$ cat src/rtl/blob_anchor_extractor.sv
// Accumulates the bounding box of colour-mask hits over a frame and reports the
// bottom-centre ground-contact point of the blob once per completed frame.
module blob_anchor_extractor #(
    parameter int unsigned IMAGE_W    = 640,
    parameter int unsigned IMAGE_H    = 480,
    parameter int unsigned MIN_PIXELS = 16
) (
    input  logic        clk,
    input  logic        rst_n,
    input  logic        in_valid,
    input  logic        in_sop,
    input  logic        in_eop,
    input  logic        in_hit,
    output logic [10:0] x_coord,
    output logic [10:0] y_coord,
    output logic        coord_valid,
    output logic        detected,
    output logic [18:0] pixel_count,
    output logic        frame_err
);

    localparam int unsigned POS_W = 11;
    localparam int unsigned CNT_W = 19;
    localparam int unsigned SUM_W = 12;

    localparam logic [POS_W-1:0] X_LAST    = POS_W'(IMAGE_W - 1);
    localparam logic [POS_W-1:0] Y_LAST    = POS_W'(IMAGE_H - 1);
    localparam logic [POS_W-1:0] XMIN_INIT = '1;
    localparam logic [CNT_W-1:0] CNT_MAX   = '1;
    localparam logic [CNT_W-1:0] MIN_CNT   = CNT_W'(MIN_PIXELS);

    localparam logic [0:0] S_IDLE  = 1'b0;
    localparam logic [0:0] S_ACCUM = 1'b1;

    logic [0:0]       state, state_nxt;
    logic [POS_W-1:0] pos_x, pos_x_nxt, pos_y, pos_y_nxt;
    logic             pos_sat, pos_sat_nxt;
    logic [POS_W-1:0] xmin, xmin_nxt, xmax, xmax_nxt, ymax, ymax_nxt;
    logic [CNT_W-1:0] count, count_nxt;

    logic [POS_W-1:0] x_coord_nxt, y_coord_nxt;
    logic             coord_valid_nxt, detected_nxt, frame_err_nxt;
    logic [CNT_W-1:0] pixel_count_nxt;

    // Position and accumulator base for this beat; a sop beat restarts at (0,0).
    logic [POS_W-1:0] cur_x, cur_y, base_xmin, base_xmax, base_ymax;
    logic             cur_sat, hit_ok, beat_live;
    logic [CNT_W-1:0] base_count;
    logic [POS_W-1:0] m_xmin, m_xmax, m_ymax;
    logic [CNT_W-1:0] m_count;
    logic [SUM_W-1:0] x_sum;

    assign cur_x      = in_sop ? '0 : pos_x;
    assign cur_y      = in_sop ? '0 : pos_y;
    assign cur_sat    = in_sop ? 1'b0 : pos_sat;
    assign base_xmin  = in_sop ? XMIN_INIT : xmin;
    assign base_xmax  = in_sop ? '0 : xmax;
    assign base_ymax  = in_sop ? '0 : ymax;
    assign base_count = in_sop ? '0 : count;
    assign beat_live  = in_valid && (in_sop || (state == S_ACCUM));

    // Hits past the last real pixel land on a saturated position and are dropped.
    assign hit_ok  = in_hit && !cur_sat;
    assign m_xmin  = (hit_ok && (cur_x < base_xmin)) ? cur_x : base_xmin;
    assign m_xmax  = (hit_ok && (cur_x > base_xmax)) ? cur_x : base_xmax;
    assign m_ymax  = (hit_ok && (cur_y > base_ymax)) ? cur_y : base_ymax;
    assign m_count = (hit_ok && (base_count != CNT_MAX)) ? base_count + CNT_W'(1) : base_count;
    assign x_sum   = SUM_W'(m_xmin) + SUM_W'(m_xmax);

    always_comb begin
        state_nxt       = state;
        pos_x_nxt       = pos_x;
        pos_y_nxt       = pos_y;
        pos_sat_nxt     = pos_sat;
        xmin_nxt        = xmin;
        xmax_nxt        = xmax;
        ymax_nxt        = ymax;
        count_nxt       = count;
        x_coord_nxt     = x_coord;
        y_coord_nxt     = y_coord;
        coord_valid_nxt = 1'b0;
        detected_nxt    = detected;
        pixel_count_nxt = pixel_count;
        frame_err_nxt   = frame_err;

        if (beat_live) begin
            if (in_eop) begin
                coord_valid_nxt = 1'b1;
                pixel_count_nxt = m_count;
                frame_err_nxt   = !((cur_x == X_LAST) && (cur_y == Y_LAST));
                if (m_count >= MIN_CNT) begin
                    detected_nxt = 1'b1;
                    x_coord_nxt  = POS_W'(x_sum >> 1);
                    y_coord_nxt  = m_ymax;
                end else begin
                    detected_nxt = 1'b0;
                end
                xmin_nxt    = XMIN_INIT;
                xmax_nxt    = '0;
                ymax_nxt    = '0;
                count_nxt   = '0;
                pos_x_nxt   = '0;
                pos_y_nxt   = '0;
                pos_sat_nxt = 1'b0;
                state_nxt   = S_IDLE;
            end else begin
                xmin_nxt  = m_xmin;
                xmax_nxt  = m_xmax;
                ymax_nxt  = m_ymax;
                count_nxt = m_count;
                state_nxt = S_ACCUM;
                if (cur_sat) begin
                    pos_x_nxt   = X_LAST;
                    pos_y_nxt   = Y_LAST;
                    pos_sat_nxt = 1'b1;
                end else if (cur_x == X_LAST) begin
                    if (cur_y == Y_LAST) begin
                        pos_x_nxt   = X_LAST;
                        pos_y_nxt   = Y_LAST;
                        pos_sat_nxt = 1'b1;
                    end else begin
                        pos_x_nxt   = '0;
                        pos_y_nxt   = cur_y + POS_W'(1);
                        pos_sat_nxt = 1'b0;
                    end
                end else begin
                    pos_x_nxt   = cur_x + POS_W'(1);
                    pos_y_nxt   = cur_y;
                    pos_sat_nxt = 1'b0;
                end
            end
        end
    end

    always_ff @(posedge clk) begin
        if (!rst_n) begin
            state       <= S_IDLE;
            pos_x       <= '0;
            pos_y       <= '0;
            pos_sat     <= 1'b0;
            xmin        <= XMIN_INIT;
            xmax        <= '0;
            ymax        <= '0;
            count       <= '0;
            x_coord     <= '0;
            y_coord     <= '0;
            coord_valid <= 1'b0;
            detected    <= 1'b0;
            pixel_count <= '0;
            frame_err   <= 1'b0;
        end else begin
            state       <= state_nxt;
            pos_x       <= pos_x_nxt;
            pos_y       <= pos_y_nxt;
            pos_sat     <= pos_sat_nxt;
            xmin        <= xmin_nxt;
            xmax        <= xmax_nxt;
            ymax        <= ymax_nxt;
            count       <= count_nxt;
            x_coord     <= x_coord_nxt;
            y_coord     <= y_coord_nxt;
            coord_valid <= coord_valid_nxt;
            detected    <= detected_nxt;
            pixel_count <= pixel_count_nxt;
            frame_err   <= frame_err_nxt;
        end
    end

endmodule

$ cat config.mk
export PLATFORM = sky130hd
export DESIGN_NAME = blob_anchor_extractor
export DESIGN_NICKNAME = d
export VERILOG_FILES = /design/src/rtl/blob_anchor_extractor.sv
export SDC_FILE = /design/constraint.sdc
export NUM_CORES = 1
export LEC_CHECK = 0
export ABC_AREA = 1
export CELL_PAD_IN_SITES_DETAIL_PLACEMENT = 1
export CELL_PAD_IN_SITES_GLOBAL_PLACEMENT = 2
export CORE_UTILIZATION = 30
export DETAILED_ROUTE_END_ITERATION = 8
export PLACE_DENSITY_LB_ADDON = 0.1
export SLEW_MARGIN = 20
export SYNTH_ARGS = -nofsm -noshare
export SYNTH_HDL_FRONTEND = slang
export SYNTH_SLANG_ARGS = --single-unit
$ cat constraint.sdc
create_clock -name clk -period 4.1 [get_ports clk]
set_input_delay 0.41 -clock clk [delete_from_list [all_inputs] [get_ports clk]]
set_output_delay 0.41 -clock clk [all_outputs]
set_load 0.03 [all_outputs]
Yosys cells after proc, flatten, opt, wreduce, memory -nomap -nowiden. Index checks and enable logic that the tools add are counted.

Register bits after elaboration: 120. Input port bits: 6. Output and inout port bits: 44. Logic and storage cells: 68.

Add/sub/neg operators: 4. $lt $le $gt $ge: 4. Equality and inequality tests: 3. Muxes and demuxes: 30. Reductions and logical operators: 13.

Operator list (number): 11-bit 2-to-1 mux (18); 19-bit 2-to-1 mux (3); 11-bit by 1-bit adder with 11-bit output, second input constant (2); 11-bit greater-than comparator (2); 19-bit by 1-bit adder with 19-bit output, second input constant (1); 19-bit by 5-bit greater-or-equal comparator with 1-bit output, second input constant (1); 19-bit != test, second input constant (1); 11-bit by 11-bit adder with 12-bit output (1); 11-bit by 10-bit == test with 1-bit output, second input constant (1); 11-bit by 9-bit == test with 1-bit output, second input constant (1); 11-bit less-than comparator (1); 10-bit 2-to-1 mux (1); 1-bit 2-to-1 mux (8); 1-bit logical AND (7); 2-bit AND reduction (2); 3-bit AND reduction (1); 1-bit logical NOT (2); 1-bit logical OR (1).

Logic depth before layout (Yosys ltp).
Word-level depth: 7. Mapped depth: 28. Depth with buffers taken out: 24.

Least setup slack after synthesis. OpenSTA, ideal clock, no wires.

Path type: input to register. From: input in_sop. To: register x_coord[9]. Setup time: 0.070 ns. Arrival time: 4.287 ns. Setup slack: -0.257 ns. Stages on the path: 25. Path buffers: 6. Path through: buf_6 -> buf_2 -> buf_2 -> buf_1 -> clkbuf_1 -> nor2_1 -> ha_1 -> a21o_1 -> nor2_1 -> nand4_1 -> inv_1 -> buf_2 -> nand2_1 -> o21ai_0 -> ha_1 -> a21oi_1 -> o21ai_0 -> a21oi_1 -> o21ai_0 -> a21oi_1 -> nor2_1 -> nor2_1 -> xor2_1 -> nand2_1 -> a21oi_1.

Longest elaborated chain between the ends: 7. Elaborated cells between the ends (all ways): 22.

RTL lines: start: declaration (line 11) `input logic in_sop,`; parallel branches: the longest is 7 deep, another holds 19-bit by 1-bit adder with 19-bit output; end signal: assignment (line 160) `x_coord <= x_coord_nxt;`; end: declaration (line 14) `output logic [10:0] x_coord,`.

Several ways; the timed one is not identified. A chain may end at the register's enable or synchronous reset.

Final worst setup path.
From: register pos_x[6]. To: register x_coord[9].

Longest elaborated chain between the ends: 5. Elaborated cells between the ends (all ways): 8.

RTL lines: start: declaration (line 36) `logic [POS_W-1:0] pos_x, pos_x_nxt, pos_y, pos_y_nxt;`; start signal: assignment (line 153) `pos_x <= pos_x_nxt;`; 11-bit 2-to-1 mux (*) (line 53) `assign cur_x = in_sop ? '0 : pos_x;`; 11-bit less-than comparator or 11-bit greater-than comparator (tied branches) (line 64, 65); 1-bit logical AND (on tied branches) (line 64, 65); 11-bit 2-to-1 mux (on tied branches) (line 64, 65); 11-bit by 11-bit adder with 12-bit output (*) (line 68) `assign x_sum = SUM_W'(m_xmin) + SUM_W'(m_xmax);`.

Every way passes the cells marked *; elsewhere a longest branch is shown, timed or not.

==> impl_metrics.env <==
export IMPL_outcome="completed"
export IMPL_drive_gt1_share_pct=8.811
export IMPL_critical_path_startpoint_type="flop"
export IMPL_finalHoldViolCount=0
export IMPL_worst_hold_path_num_cells=2
export IMPL_worst_path_top_cell_family_by_delay="compound AO/OA/AOI/OAI gates"
export IMPL_routed_wirelength_microns=24820
export IMPL_tightest_slew_ns=0.9578
export IMPL_antenna_found_initial=0
export IMPL_wl_per_cell_microns=16.31
export IMPL_synth_avg_cell_area_sq_um=6.495
export IMPL_worstSetupEndpointType="flop"
export IMPL_grt_met2_usage_pct=34.75
export IMPL_synth_most_common_cell="sky130_fd_sc_hd__nand2_1"
export IMPL_synth_ff_type="sky130_fd_sc_hd__dfxtp_1"
export IMPL_post_route_antenna_net_violation_count=0
export IMPL_worst_slew_margin_rel_pct=35.90
export IMPL_dpl_cell_count=1490
export IMPL_clock_sinks=120
export IMPL_ios=50
export IMPL_rsz0062_at_grt="no"
export IMPL_skew_ns=0.01294
export IMPL_fmax_ghz=0.2655
export IMPL_timing_max_transition_violations_final=0
export IMPL_nets=1238
export IMPL_cts_hold_fix_buffers=0
export IMPL_drv_max_cap_violation_count=0
export IMPL_critical_path_max_stage_delay_ns=0.43
export IMPL_fin_cells=1522
export IMPL_worst_path_most_repeated_cell="sky130_fd_sc_hd__a21oi_1"
export IMPL_numPortBuffers=49
export IMPL_worst_hold_slack_across_all_endpoints_ns=0.4637
export IMPL_hp_start="count[16]$_SDFFE_PN0P_"
export IMPL_cts_htree_levels=4
export IMPL_yosysWarningCount=0
export IMPL_fin_crit_sh_pct=91.86
export IMPL_groute_layer_met3_usage_pct=3.729
export IMPL_row_count=56
export IMPL_leakage_power_nw=3.750
export IMPL_detail_route_vias_per_cell=4.925
export IMPL_cts_root_buffer_cell="sky130_fd_sc_hd__clkbuf_16"
export IMPL_synth_seq_area_share_pct=32.68
export IMPL_reg2reg_depth=21
export IMPL_floorplan_core_area_sq_mm=0.02375
export IMPL_net_count_after_synthesis=1180
export IMPL_synth_cells_most_frequent="sky130_fd_sc_hd__nand2_1, sky130_fd_sc_hd__nor2_1, sky130_fd_sc_hd__dfxtp_1, sky130_fd_sc_hd__a21oi_1, sky130_fd_sc_hd__inv_1"
export IMPL_overall_overflow_remaining_after_global_route=0
export IMPL_detailedPlacementHpwl_microns=18220
export IMPL_irDropWorstVdd_uv=164.5
export IMPL_drc_marker_count_from_the_first_detailed_route_iteration=283
export IMPL_syn_instance_count=1132
export IMPL_async_reset_ff_share_pct=0
export IMPL_synth_top_cell_by_area="sky130_fd_sc_hd__dfxtp_1"
export IMPL_crit_type="reg -> reg"
export IMPL_insertedDiodeCount=0
export IMPL_length_of_the_first_detailed_routing_pass_in_iterations=4
export IMPL_synth_ff_latch_count=120
export IMPL_clk_latency_ns=0.42
export IMPL_place_congestion=0.7988
export IMPL_crit_chain="nand2_1, inv_1, ha_1, a21oi_1, o21ai_0, nand2_1, nand4_1, inv_2, nand2_1, o21ai_0, ha_1, a21oi_1, o21ai_0, a21oi_1, o21ai_0, a21oi_1, nor2_1, nor2_1, xor2_1, nand2_1, a21oi_1"
export IMPL_holdPathEnd="count[16]$_SDFFE_PN0P_"
export IMPL_hp_class="reg -> reg"
export IMPL_ys_top_cells_by_area="sky130_fd_sc_hd__dfxtp_1, sky130_fd_sc_hd__nand2_1, sky130_fd_sc_hd__nor2_1"
export IMPL_critical_path_arrival_ns=4.12
export IMPL_critical_path_max_fanout=7
export IMPL_dieHeight_microns=158.5
export IMPL_synth_enable_flop_cells=0
export IMPL_cts_setup_buffers=0
export IMPL_p_per_area_mw_per_mm2=358.4
export IMPL_finalPower_w=0.003212
export IMPL_netlist_area_leader_share_pct=32.68
export IMPL_detail_route_drc_violations=0
export IMPL_dieArea_sq_mm=0.02514
export IMPL_grt_pass1_wl_microns=40010
export IMPL_areaGrowthSynthToFinish_pct=21.87
export IMPL_global_route_usage_total_pct=20.81
export IMPL_grtUsageMet1_pct=27.64
export IMPL_worst_endpoint_required_ns=4.45
export IMPL_vias_in_the_first_global_route=7484
export IMPL_synthDistinctLibCells=42
export IMPL_initial_core_util_pct=30.95
export IMPL_cts_tree="done"
export IMPL_worst_r2r_startpoint="pos_x[6]$_SDFFE_PN0P_"
export IMPL_critical_path_buf_inv_count=2
export IMPL_grt_max_degree=53
export IMPL_ff2ff_setup_slack_ns=0.33
export IMPL_clkTransAtPathRegs_ns=0.06
export IMPL_final_critical_period_ns=3.766
export IMPL_syn_cell_area_sq_mm=0.007352
export IMPL_finalSetupViolCount=0
export IMPL_r2r_end="x_coord[9]$_SDFFE_PN0P_"
export IMPL_die_width_microns=158.5
export IMPL_clock_tree_buffer_depth=2
export IMPL_global_route_peak_usage_layer="met2"
export IMPL_vias=7496
export IMPL_fin_setup_tns_ns=0
export IMPL_cts_inserted_buffers=17
export IMPL_post_cts_resized_instances=0
export IMPL_critical_path_slowest_cell="sky130_fd_sc_hd__dfxtp_1"
-- worst register-to-register path: cells and delay by family, from the launching register on --
kind,cells,cell delay (ns)
adders and majority gates,2,0.58
AOI/OAI and AO/OA,9,1.43
buffers and inverters,2,0.37
xor gates and xnor gates,1,0.15
and+or+nand+nor,7,0.74
DFF,1,0.43
-- per-layer routing --
layer / wire length [microns] / up-vias / share of wire, %
met5: 0 / - / 0
li1: - / 3823 / -
met3: 604 / 18 / 2.4
met4: 261 / 0 / 1.1
met1: 12500 / 3569 / 50
met2: 11450 / 86 / 46
-- logic make-up after synthesis --
family / synth area share (%)
xor gates and xnor gates: 3.097
buffers and inverters: 7.845
and+or+nand+nor: 33.41
adders and majority gates: 7.250
AOI/OAI and AO/OA: 15.73
DFF: 32.68
-- registers in the layout, summed over array words and instances, names as in the netlist --
register     flops
pixel_count     19
pos_x           11
ymax            11
frame_err        1
pos_sat          1
pos_y           11
detected         1
state            1
xmax            11
coord_valid      1
y_coord         11
count           19
x_coord         11
xmin            11
-- where the power goes --
part	internal (W)	switching, W
Combinational	0.000110	0.000232
Sequential	0.00120	0.0000163
Clock	0.00105	0.000612
Total	0.00235	0.000861
-- cell type report --
cell class / instances / area (sq um)
multi-input cells: 872 / 4390
flip-flops and latches: 120 / 2402
clock buffers: 20 / 446.7
inverters: 90 / 337.8
clock inverters: 12 / 190.2
fillers: 3029 / 14790
well taps: 319 / 399.1
repair buffers: 89 / 793.3
-- how the worst max path moves through the flow --
stage	cells past startpoint	end	slack (ns)	from
after floorplan	26	x_coord[9]$_SDFFE_PN0P_	0.02	in_sop
after global placement	21	x_coord[9]$_SDFFE_PN0P_	0.06	in_sop
after detailed placement	24	x_coord[9]$_SDFFE_PN0P_	0.02	in_sop
after CTS	19	x_coord[9]$_SDFFE_PN0P_	0.35	pos_x[6]$_SDFFE_PN0P_
after global routing	19	x_coord[9]$_SDFFE_PN0P_	0.04	pos_x[6]$_SDFFE_PN0P_
final	21	x_coord[9]$_SDFFE_PN0P_	0.33	pos_x[6]$_SDFFE_PN0P_
-- stage by stage --
step / area, sq um / worst slack (ns) / utilization, %
after floorplan: 7360 / 0.01674 / -
final: 8960 / 0.3338 / 37.72
after CTS: 8954 / 0.3481 / 37.69
after global placement: 8317 / 0.05641 / 35.01
after global routing: 8960 / 0.04446 / 37.72
after detailed placement: 8317 / 0.01901 / 35.01
-- cells in the final DEF (no fill, tap or decap), types with 2 or more instances in the layout --
cell,instances
sky130_fd_sc_hd__nor4_1,2
sky130_fd_sc_hd__nand2_2,5
sky130_fd_sc_hd__ha_1,41
sky130_fd_sc_hd__o211ai_1,3
sky130_fd_sc_hd__nand3_1,65
sky130_fd_sc_hd__o21bai_1,4
sky130_fd_sc_hd__nor3_1,8
sky130_fd_sc_hd__nor2_2,3
sky130_fd_sc_hd__xor2_1,17
sky130_fd_sc_hd__clkinv_4,5
sky130_fd_sc_hd__a31oi_1,14
sky130_fd_sc_hd__or2_2,10
sky130_fd_sc_hd__inv_2,6
sky130_fd_sc_hd__nor2_4,4
sky130_fd_sc_hd__buf_2,2
sky130_fd_sc_hd__nand2_1,316
sky130_fd_sc_hd__clkdlybuf4s50_1,47
sky130_fd_sc_hd__inv_1,84
sky130_fd_sc_hd__nand3b_1,2
sky130_fd_sc_hd__xnor2_1,9
sky130_fd_sc_hd__clkbuf_1,2
sky130_fd_sc_hd__nand4_1,11
sky130_fd_sc_hd__inv_6,3
sky130_fd_sc_hd__o22ai_1,15
sky130_fd_sc_hd__a21oi_1,96
sky130_fd_sc_hd__o21ai_1,9
sky130_fd_sc_hd__o21ai_0,66
sky130_fd_sc_hd__bufinv_16,4
sky130_fd_sc_hd__nor2_1,157
sky130_fd_sc_hd__dfxtp_1,120
sky130_fd_sc_hd__buf_4,39
sky130_fd_sc_hd__clkbuf_16,17
No activity file was read; power rests on OpenSTA's default activity.
